<file path="config.mk">
export PLATFORM = sky130hd
export DESIGN_NAME = core_sequencer
export DESIGN_NICKNAME = d
export VERILOG_FILES = /design/src/rtl/core_sequencer.sv
export SDC_FILE = /design/constraint.sdc
export NUM_CORES = 1
export LEC_CHECK = 0
export CORE_ASPECT_RATIO = 1.4
export CORE_MARGIN = 3
export CORE_UTILIZATION = 43
export DETAILED_ROUTE_END_ITERATION = 16
export PLACE_DENSITY = 0.95
export SYNTH_ARGS = -nofsm -noshare
export SYNTH_HDL_FRONTEND = slang
export SYNTH_SLANG_ARGS = --single-unit
</file>
<file path="constraint.sdc">
create_clock -name clk -period 5.6 [get_ports clk]
set_input_delay 1.12 -clock clk [delete_from_list [all_inputs] [get_ports clk]]
set_output_delay 1.12 -clock clk [all_outputs]
set_load 0.03 [all_outputs]
</file>
<file path="src/rtl/core_sequencer.sv">
// -----------------------------------------------------------------------------
// core_sequencer
//
// Drives a chain of NUM_CORES accumulator cores through one job:
//   IDLE  -> accept a job command (item count)
//   INIT  -> one-cycle broadcast clear of every core accumulator
//   EXEC  -> forward each item of the source stream to the cores (exec strobe)
//   DRAIN -> three cycles so the cores' 3-stage accumulate pipeline settles
//   LOAD  -> copy the working accumulators onto the chain, emit core 0's result
//   SHIFT -> shift the chain one position per accepted beat, emit cores 1..N-1
//
// Ports
//   clk, reset                  clock and synchronous active-high reset
//   cmd_valid/cmd_ready         job command handshake, cmd_count = items in job
//   src_valid/src_ready         item stream handshake, src_data = item index
//   init                        accumulator-clear pulse to all cores
//   exec                        execute strobe to all cores
//   exec_src_data               item index registered on each exec handshake
//   update                      select working accumulators onto the chain
//   out_period                  shift the accumulator chain by one position
//   chain_acc                   accumulator value at the chain head (core 0)
//   out_valid/out_ready/out_data result stream, out_data is chain_acc
//   busy                        high whenever not idle
//   done                        one-cycle pulse on the final result beat
// -----------------------------------------------------------------------------
module core_sequencer #(
    parameter int NUM_CORES = 8,
    parameter int CNT_W     = 16
) (
    input  logic             clk,
    input  logic             reset,
    input  logic             cmd_valid,
    output logic             cmd_ready,
    input  logic [CNT_W-1:0] cmd_count,
    input  logic             src_valid,
    output logic             src_ready,
    input  logic [31:0]      src_data,
    output logic             init,
    output logic             exec,
    output logic [31:0]      exec_src_data,
    output logic             update,
    output logic             out_period,
    input  logic [31:0]      chain_acc,
    output logic             out_valid,
    input  logic             out_ready,
    output logic [31:0]      out_data,
    output logic             busy,
    output logic             done
);

    localparam int BEAT_W = (NUM_CORES > 1) ? $clog2(NUM_CORES) : 1;
    localparam logic [BEAT_W-1:0] LAST_BEAT = BEAT_W'(NUM_CORES - 1);
    localparam logic [1:0] DRAIN_LAST = 2'd2;

    typedef enum logic [2:0] {
        S_IDLE,
        S_INIT,
        S_EXEC,
        S_DRAIN,
        S_LOAD,
        S_SHIFT
    } state_t;

    state_t             state_reg, state_next;
    logic [CNT_W-1:0]   remaining_reg, remaining_next;
    logic [1:0]         drain_reg, drain_next;
    logic [BEAT_W-1:0]  beat_reg, beat_next;
    logic [31:0]        exec_src_data_reg;

    // Ungated versions of the control outputs; the ports below force them
    // low while reset is asserted, regardless of the current state.
    logic cmd_ready_c, src_ready_c, init_c, exec_c, update_c;
    logic out_period_c, out_valid_c, done_c;

    always_ff @(posedge clk) begin
        if (reset) begin
            state_reg         <= S_IDLE;
            remaining_reg     <= '0;
            drain_reg         <= '0;
            beat_reg          <= '0;
            exec_src_data_reg <= '0;
        end else begin
            state_reg     <= state_next;
            remaining_reg <= remaining_next;
            drain_reg     <= drain_next;
            beat_reg      <= beat_next;
            if (exec_c) begin
                exec_src_data_reg <= src_data;
            end
        end
    end

    always_comb begin
        state_next     = state_reg;
        remaining_next = remaining_reg;
        drain_next     = drain_reg;
        beat_next      = beat_reg;
        cmd_ready_c    = 1'b0;
        src_ready_c    = 1'b0;
        init_c         = 1'b0;
        exec_c         = 1'b0;
        update_c       = 1'b0;
        out_period_c   = 1'b0;
        out_valid_c    = 1'b0;
        done_c         = 1'b0;

        case (state_reg)
            S_IDLE: begin
                cmd_ready_c = 1'b1;
                if (cmd_valid) begin
                    remaining_next = cmd_count;
                    state_next     = S_INIT;
                end
            end

            S_INIT: begin
                init_c     = 1'b1;
                drain_next = '0;
                beat_next  = '0;
                state_next = (remaining_reg != '0) ? S_EXEC : S_DRAIN;
            end

            S_EXEC: begin
                src_ready_c = 1'b1;
                if (src_valid) begin
                    exec_c         = 1'b1;
                    remaining_next = remaining_reg - CNT_W'(1);
                    if (remaining_reg == CNT_W'(1)) begin
                        state_next = S_DRAIN;
                    end
                end
            end

            S_DRAIN: begin
                // Three cycles here put the last exec at least four cycles
                // before LOAD, enough for the cores' accumulate pipeline.
                if (drain_reg == DRAIN_LAST) begin
                    drain_next = '0;
                    state_next = S_LOAD;
                end else begin
                    drain_next = drain_reg + 2'd1;
                end
            end

            S_LOAD: begin
                // update stays high through a stall so core 0's working
                // accumulator remains visible on the chain head.
                update_c     = 1'b1;
                out_valid_c  = 1'b1;
                out_period_c = out_ready;
                if (out_ready) begin
                    if (NUM_CORES == 1) begin
                        done_c     = 1'b1;
                        state_next = S_IDLE;
                    end else begin
                        beat_next  = BEAT_W'(1);
                        state_next = S_SHIFT;
                    end
                end
            end

            S_SHIFT: begin
                out_valid_c  = 1'b1;
                out_period_c = out_ready;
                if (out_ready) begin
                    if (beat_reg == LAST_BEAT) begin
                        beat_next  = '0;
                        done_c     = 1'b1;
                        state_next = S_IDLE;
                    end else begin
                        beat_next = beat_reg + BEAT_W'(1);
                    end
                end
            end

            default: begin
                state_next = S_IDLE;
            end
        endcase
    end

    assign cmd_ready     = cmd_ready_c  & ~reset;
    assign src_ready     = src_ready_c  & ~reset;
    assign init          = init_c       & ~reset;
    assign exec          = exec_c       & ~reset;
    assign update        = update_c     & ~reset;
    assign out_period    = out_period_c & ~reset;
    assign out_valid     = out_valid_c  & ~reset;
    assign done          = done_c       & ~reset;
    assign busy          = (state_reg != S_IDLE) & ~reset;
    assign exec_src_data = exec_src_data_reg;
    assign out_data      = chain_acc;

endmodule

</file>
==> impl_metrics.yaml, run 1 <==
run_status:
  status: "completed"
grt:
  overflow: 0
  antenna_found_initial: 0
  first_global_vias: 2704
  grt_usage: 0.183
  grt_pass1_wl_mm: 12.4
  grt_max_degree: 51
synth:
  syn_area_um2: 3020
  synthCells: 391
  synthFlopType: "dfxtp_1"
  synth_top_area_frac: 0.372
  synthArstFlopShare: 0
  syn_avg_cell_area_um2: 7.72
  synth_edf_count: 0
  ys_seq_area_frac: 0.372
  yosys.area.top_type: "dfxtp_1"
  synth_area_leaders: "dfxtp_1 (37%), nand2_1 (9.7%), buf_4 (8.0%)"
  synth-seq-cells: 56
  yosysWarningCount: 0
  yosysUniqueCellTypes: 52
  syn-num-nets: 480
power_and_ir_drop:
  pwr-share-comb: 0.354
  clkPwrFrac: 0.206
  switching_share: 0.378
  p_per_area_nw_per_um2: 294
  p_seq_frac: 0.440
  vdd_ir_drop_max_v: 0.000147
  p_leak_uw: 0.00128
  total_power_uw: 1120
  switchingPower_uw: 422
  internal_power_uw: 696
job:
  cap_violations: 0
drt:
  totalWireLength_mm: 7.44
  drt-vias-per-instance: 5.42
  wl_per_cell_um: 14.1
  antenna_left: 0
  drc: 0
  vias: 2849
  first_pass_iters: 4
  drt_first_iter_violations: 219
worst_setup_path:
  worstSetupStartpointType: "flop"
  crit_slowest_cell: "or3b_1"
  cp_max_fo: 27
  cp_top_family: "simple AND/OR/NAND/NOR gates"
  cp.arrival_ps: 2820
  slowest_delay_ps: 770
  end_kind: "output port"
  r2r.worst_path.cells: 4
  crit_type: "reg -> out"
  crit_chain: "or3b_1, nor2_1, and2_1, clkdlybuf4s50_1"
  cp_num_cells: 4
  path_buf_inv: 1
  required_ps: 4480
sta:
  timing.slew.headroom: 0.202
  fmax_mhz: 254
  hold_violations: 0
  grt_setup_unrepaired: "no"
  fin_worst_skew_ps: 3.81
  period_minus_slack_ps: 3940
  setup_violations: 0
  slew_violations: 0
  timing.final.crit_share: 0.704
  tns_ps: 0
  tightest_slew_ps: 1190
worst_hold_path:
  hold_depth: 2
  hold_path.class: "reg -> reg"
floorplanning:
  die_area_um2: 8070
  coreArea_um2: 6700
  die_w_um: 76.8
  die_h_um: 105
  rows: 35
  start_util: 0.450
  ios: 158
clocking:
  cts_resized: 0
  cts_inserted_buffers: 5
  cts_root_buffer: "clkbuf_8"
  htree_levels: 2
  ctsHoldBuffers: 0
  cts_tree: "yes"
  cts_setup_buffers: 0
  path_clk_slew_ps: 100
  clock_latency_ps: 310
  cts_sinks: 56
  cts_buffer_depth: 2
layout:
  largest_reg_flops: 32
  nNetsFinal: 522
  multi_input_area_um2: 1520
  fillers: 600
  final_util: 0.568
  drive_gt1_frac: 0.0484
  regArea_um2: 1120
  diodes: 0
  area_delta_synth_final_pct: 26.0
placement:
  dp_hpwl_mm: 5.28
  place.gp.congestion: 0.845
  port_buffers: 93
[worst paths after layout]
check	end	slack, ps	from
max	exec	1660	state_reg[1]
max reg2reg	remaining_reg[12]	2240	state_reg[1]
min reg2reg	exec_src_data[24]	460	exec_src_data[24]
min	exec_src_data[24]	460	exec_src_data[24]
[cell usage after synthesis, types with 3 or more instances]
master,number
a31oi_1,9
ha_1,4
nor3_1,9
and2_0,4
and2_1,4
mux2i_1,5
nand3_1,11
a21oi_1,46
nor3b_1,3
buf_4,32
clkbuf_1,19
inv_1,4
or4_1,5
nand2_1,78
buf_2,7
nor2b_1,5
nand2b_1,7
o211ai_1,4
nor2_1,23
dfxtp_1,56
o21ai_0,17
[worst reg2reg max path, cell delays in order (launching register included)]
cell,delay [ps]
dfxtp_1,690
nor3b_2,870
nand2_1,870
or4_1,730
a31oi_1,130
[routing by layer]
metal | wire length, µm | part of all wire | GRT usage
met1 | 2940 | 0.40 | 0.205
met2 | 3900 | 0.52 | 0.327
met3 | 425 | 0.057 | 0.0328
met4 | 174 | 0.023 | 0.0959
met5 | 0 | 0 | 0
[power groups by stage]
| stage | clock network (µW) | logic, µW | registers, µW |
|---|---|---|---|
| 6_report | 230 | 396 | 492 |
| 3_3_place_gp | 0 | 384 | 497 |
| 4_1_cts | 238 | 395 | 491 |
| 3_5_place_dp | 0 | 392 | 500 |
| 2_1_floorplan | 0 | 304 | 508 |
| 5_1_grt | 248 | 434 | 501 |
[layout make-up]
cell class | count | area share
well taps | 92 | 0.0303
repair buffers | 95 | 0.247
inverters | 4 | 0.00395
multi-input cells | 271 | 0.399
flip-flops and latches | 56 | 0.295
clock inverters | 3 | 0.00592
clock buffers | 5 | 0.0181
[kinds of logic (layout without fill, tap and decap cells)]
group,Yosys count,after routing,synth area share
and+or+nand+nor,166,166,0.277
AOI/OAI and AO/OA,95,95,0.189
buffers and inverters,64,107,0.125
DFF,56,56,0.372
muxes,6,6,0.0203
adders and majority gates,4,4,0.0166
[placed cells by master, fill, tap and decap left out, types with 2 or more instances in the layout]
cell / synthesis / routed
nand3_1: 11 / 11
a21o_1: 2 / 2
nand4_1: 2 / 2
inv_1: 4 / 4
a22oi_1: 2 / 2
nor4_1: 2 / 2
a21oi_1: 46 / 46
nor2b_1: 5 / 5
buf_4: 32 / 2
ha_1: 4 / 4
and2_1: 4 / 4
a31oi_1: 9 / 9
mux2i_1: 5 / 5
nand2_1: 78 / 78
and2_0: 4 / 4
nor3b_1: 3 / 3
a211oi_1: 2 / 2
and3_1: 2 / 2
nor3_1: 9 / 9
nand2b_1: 7 / 7
nor4_4: 2 / 2
clkdlybuf4s50_1: 0 / 92
o21ai_0: 17 / 17
or4_1: 5 / 5
dfxtp_1: 56 / 56
o211ai_1: 4 / 4
a21boi_0: 2 / 2
nor2_1: 23 / 23
clkbuf_8: 0 / 5
[per-stage QoR]
step	std cells	area, µm²	hold slack (ps)	setup WS (ps)
2_1_floorplan	391	3020	466	2080
3_3_place_gp	518	3710	442	1820
3_5_place_dp	518	3710	446	1770
4_1_cts	526	3800	461	1640
5_1_grt	526	3800	483	1420
6_report	526	3800	458	1660
(Power assumes the default switching activity.)
==> run 2: changes to the inputs <==
Settings changed: CORE_UTILIZATION 43 to 40, PLACE_DENSITY 0.95 to 0.9.
Clock period 5.6 ns to 3.9 ns, I/O delays scaled along.
==> impl_metrics.yaml, run 2 (same netlist as run 1, synthesis figures left out) <==
run_status:
  status: "completed"
worst_setup_path:
  end_kind: "output port"
  cp_max_fo: 21
  crit_chain: "or3b_1, nor2_1, and2_1, clkdlybuf4s50_1"
  slowest_delay_ps: 720
  required_ps: 3120
  ff2ff_setup_slack_ps: 1440
  cp.arrival_ps: 2380
  crit_slowest_cell: "dfxtp_1"
  worstSetupStartpointType: "flop"
  crit_type: "reg -> out"
layout:
  fillers: 671
  nNetsFinal: 526
  layout_common_cells: "clkdlybuf4s50_1 (92), nand2_1 (78), dfxtp_1 (56)"
  largest_reg_flops: 32
  area_delta_synth_final_pct: 26.7
  drive_gt1_frac: 0.0526
  final_util: 0.534
  mostFrequentLayoutCell: "clkdlybuf4s50_1"
  diodes: 0
  regArea_um2: 1120
  multi_input_area_um2: 1520
placement:
  port_buffers: 93
  place.gp.congestion: 0.867
  dp_hpwl_mm: 5.35
clocking:
  clock_latency_ps: 300
  ctsHoldBuffers: 0
  cts_resized: 0
  cts_inserted_buffers: 5
  cts_root_buffer: "clkbuf_8"
  cts_sinks: 56
  cts_setup_buffers: 0
  htree_levels: 2
  cts_tree: "yes"
  cts_buffer_depth: 2
  path_clk_slew_ps: 90
grt:
  first_global_vias: 2706
  grt_pass1_wl_mm: 12.1
  overflow: 0
  grt_max_degree: 41
  antenna_found_initial: 0
  grt_usage: 0.172
sta:
  timing.slew.headroom: 0.467
  fin_worst_skew_ps: 3.61
  grt_setup_unrepaired: "no"
  setup_violations: 0
  period_minus_slack_ps: 3160
  hold_violations: 0
  tns_ps: 0
  tightest_slew_ps: 797
  fmax_mhz: 317
  timing.final.crit_share: 0.810
  slew_violations: 0
floorplanning:
  die_w_um: 79.4
  die_h_um: 109
  ios: 158
  rows: 36
  coreArea_um2: 7160
  start_util: 0.421
  die_area_um2: 8630
drt:
  drc: 0
  drt_first_iter_violations: 250
  vias: 2840
  antenna_left: 0
  drt-vias-per-instance: 5.34
  totalWireLength_mm: 7.36
  first_pass_iters: 4
  wl_per_cell_um: 13.8
job:
  cap_violations: 0
power_and_ir_drop:
  total_power_uw: 1580
  p_leak_uw: 0.00129
  vdd_ir_drop_max_v: 0.000249
  p_per_area_nw_per_um2: 413
worst_hold_path:
  hold_path.class: "reg -> reg"
run 2: changes by cell type in the layout (fill, tap and decap cells not counted):
cell and delta:
inv_6 -1, clkbuf_1 +1, buf_4 +4, clkinv_4 -1
run 2: per-stage QoR:
| step | setup WS (ps) | hold WS (ps) | instance area [µm²] | std cells |
|---|---|---|---|---|
| 6_report | 743 | 456 | 3820 | 532 |
| 5_1_grt | 554 | 475 | 3820 | 532 |
| 4_1_cts | 747 | 460 | 3820 | 532 |
| 3_5_place_dp | 767 | 446 | 3740 | 525 |
| 3_3_place_gp | 812 | 441 | 3740 | 525 |
| 2_1_floorplan | 1060 | 466 | 3020 | 391 |
run 2: worst paths after layout:
path,start,endpoint,cells after the start
setup reg to reg,state_reg[1],exec_src_data[12],6
hold / removal,exec_src_data[22],exec_src_data[22],2
setup / recovery,state_reg[1],exec,4
hold reg to reg,exec_src_data[22],exec_src_data[22],2
run 2: report_power, final:
group	total, µW	leakage, µW	internal, µW	switching (µW)
clock	293	0.0000410	123	170
combinational	579	0.000796	250	329
sequential	708	0.000456	629	78.9
total	1580	0.00129	1000	578
run 2: routing by layer:
layer  global-route usage  up-vias  part of all wire
met1                0.189     1305              0.38
li1                     -     1404                 -
met5                    0        -                 0
met4               0.0676        0             0.026
met2                0.305      104              0.51
met3               0.0545       27             0.077
run 2: layout make-up:
class,instances,share of cell area
well taps,95,0.0311
clock buffers,6,0.0190
clock inverters,1,0.00131
multi-input cells,271,0.397
inverters,4,0.00393
repair buffers,99,0.254
flip-flops and latches,56,0.293
run 2: worst max-delay path, delay by kind of cell (launching register included):
family | cells | cell delay, ps
flops | 1 | 720
simple gates | 3 | 700
buf+inv | 1 | 660
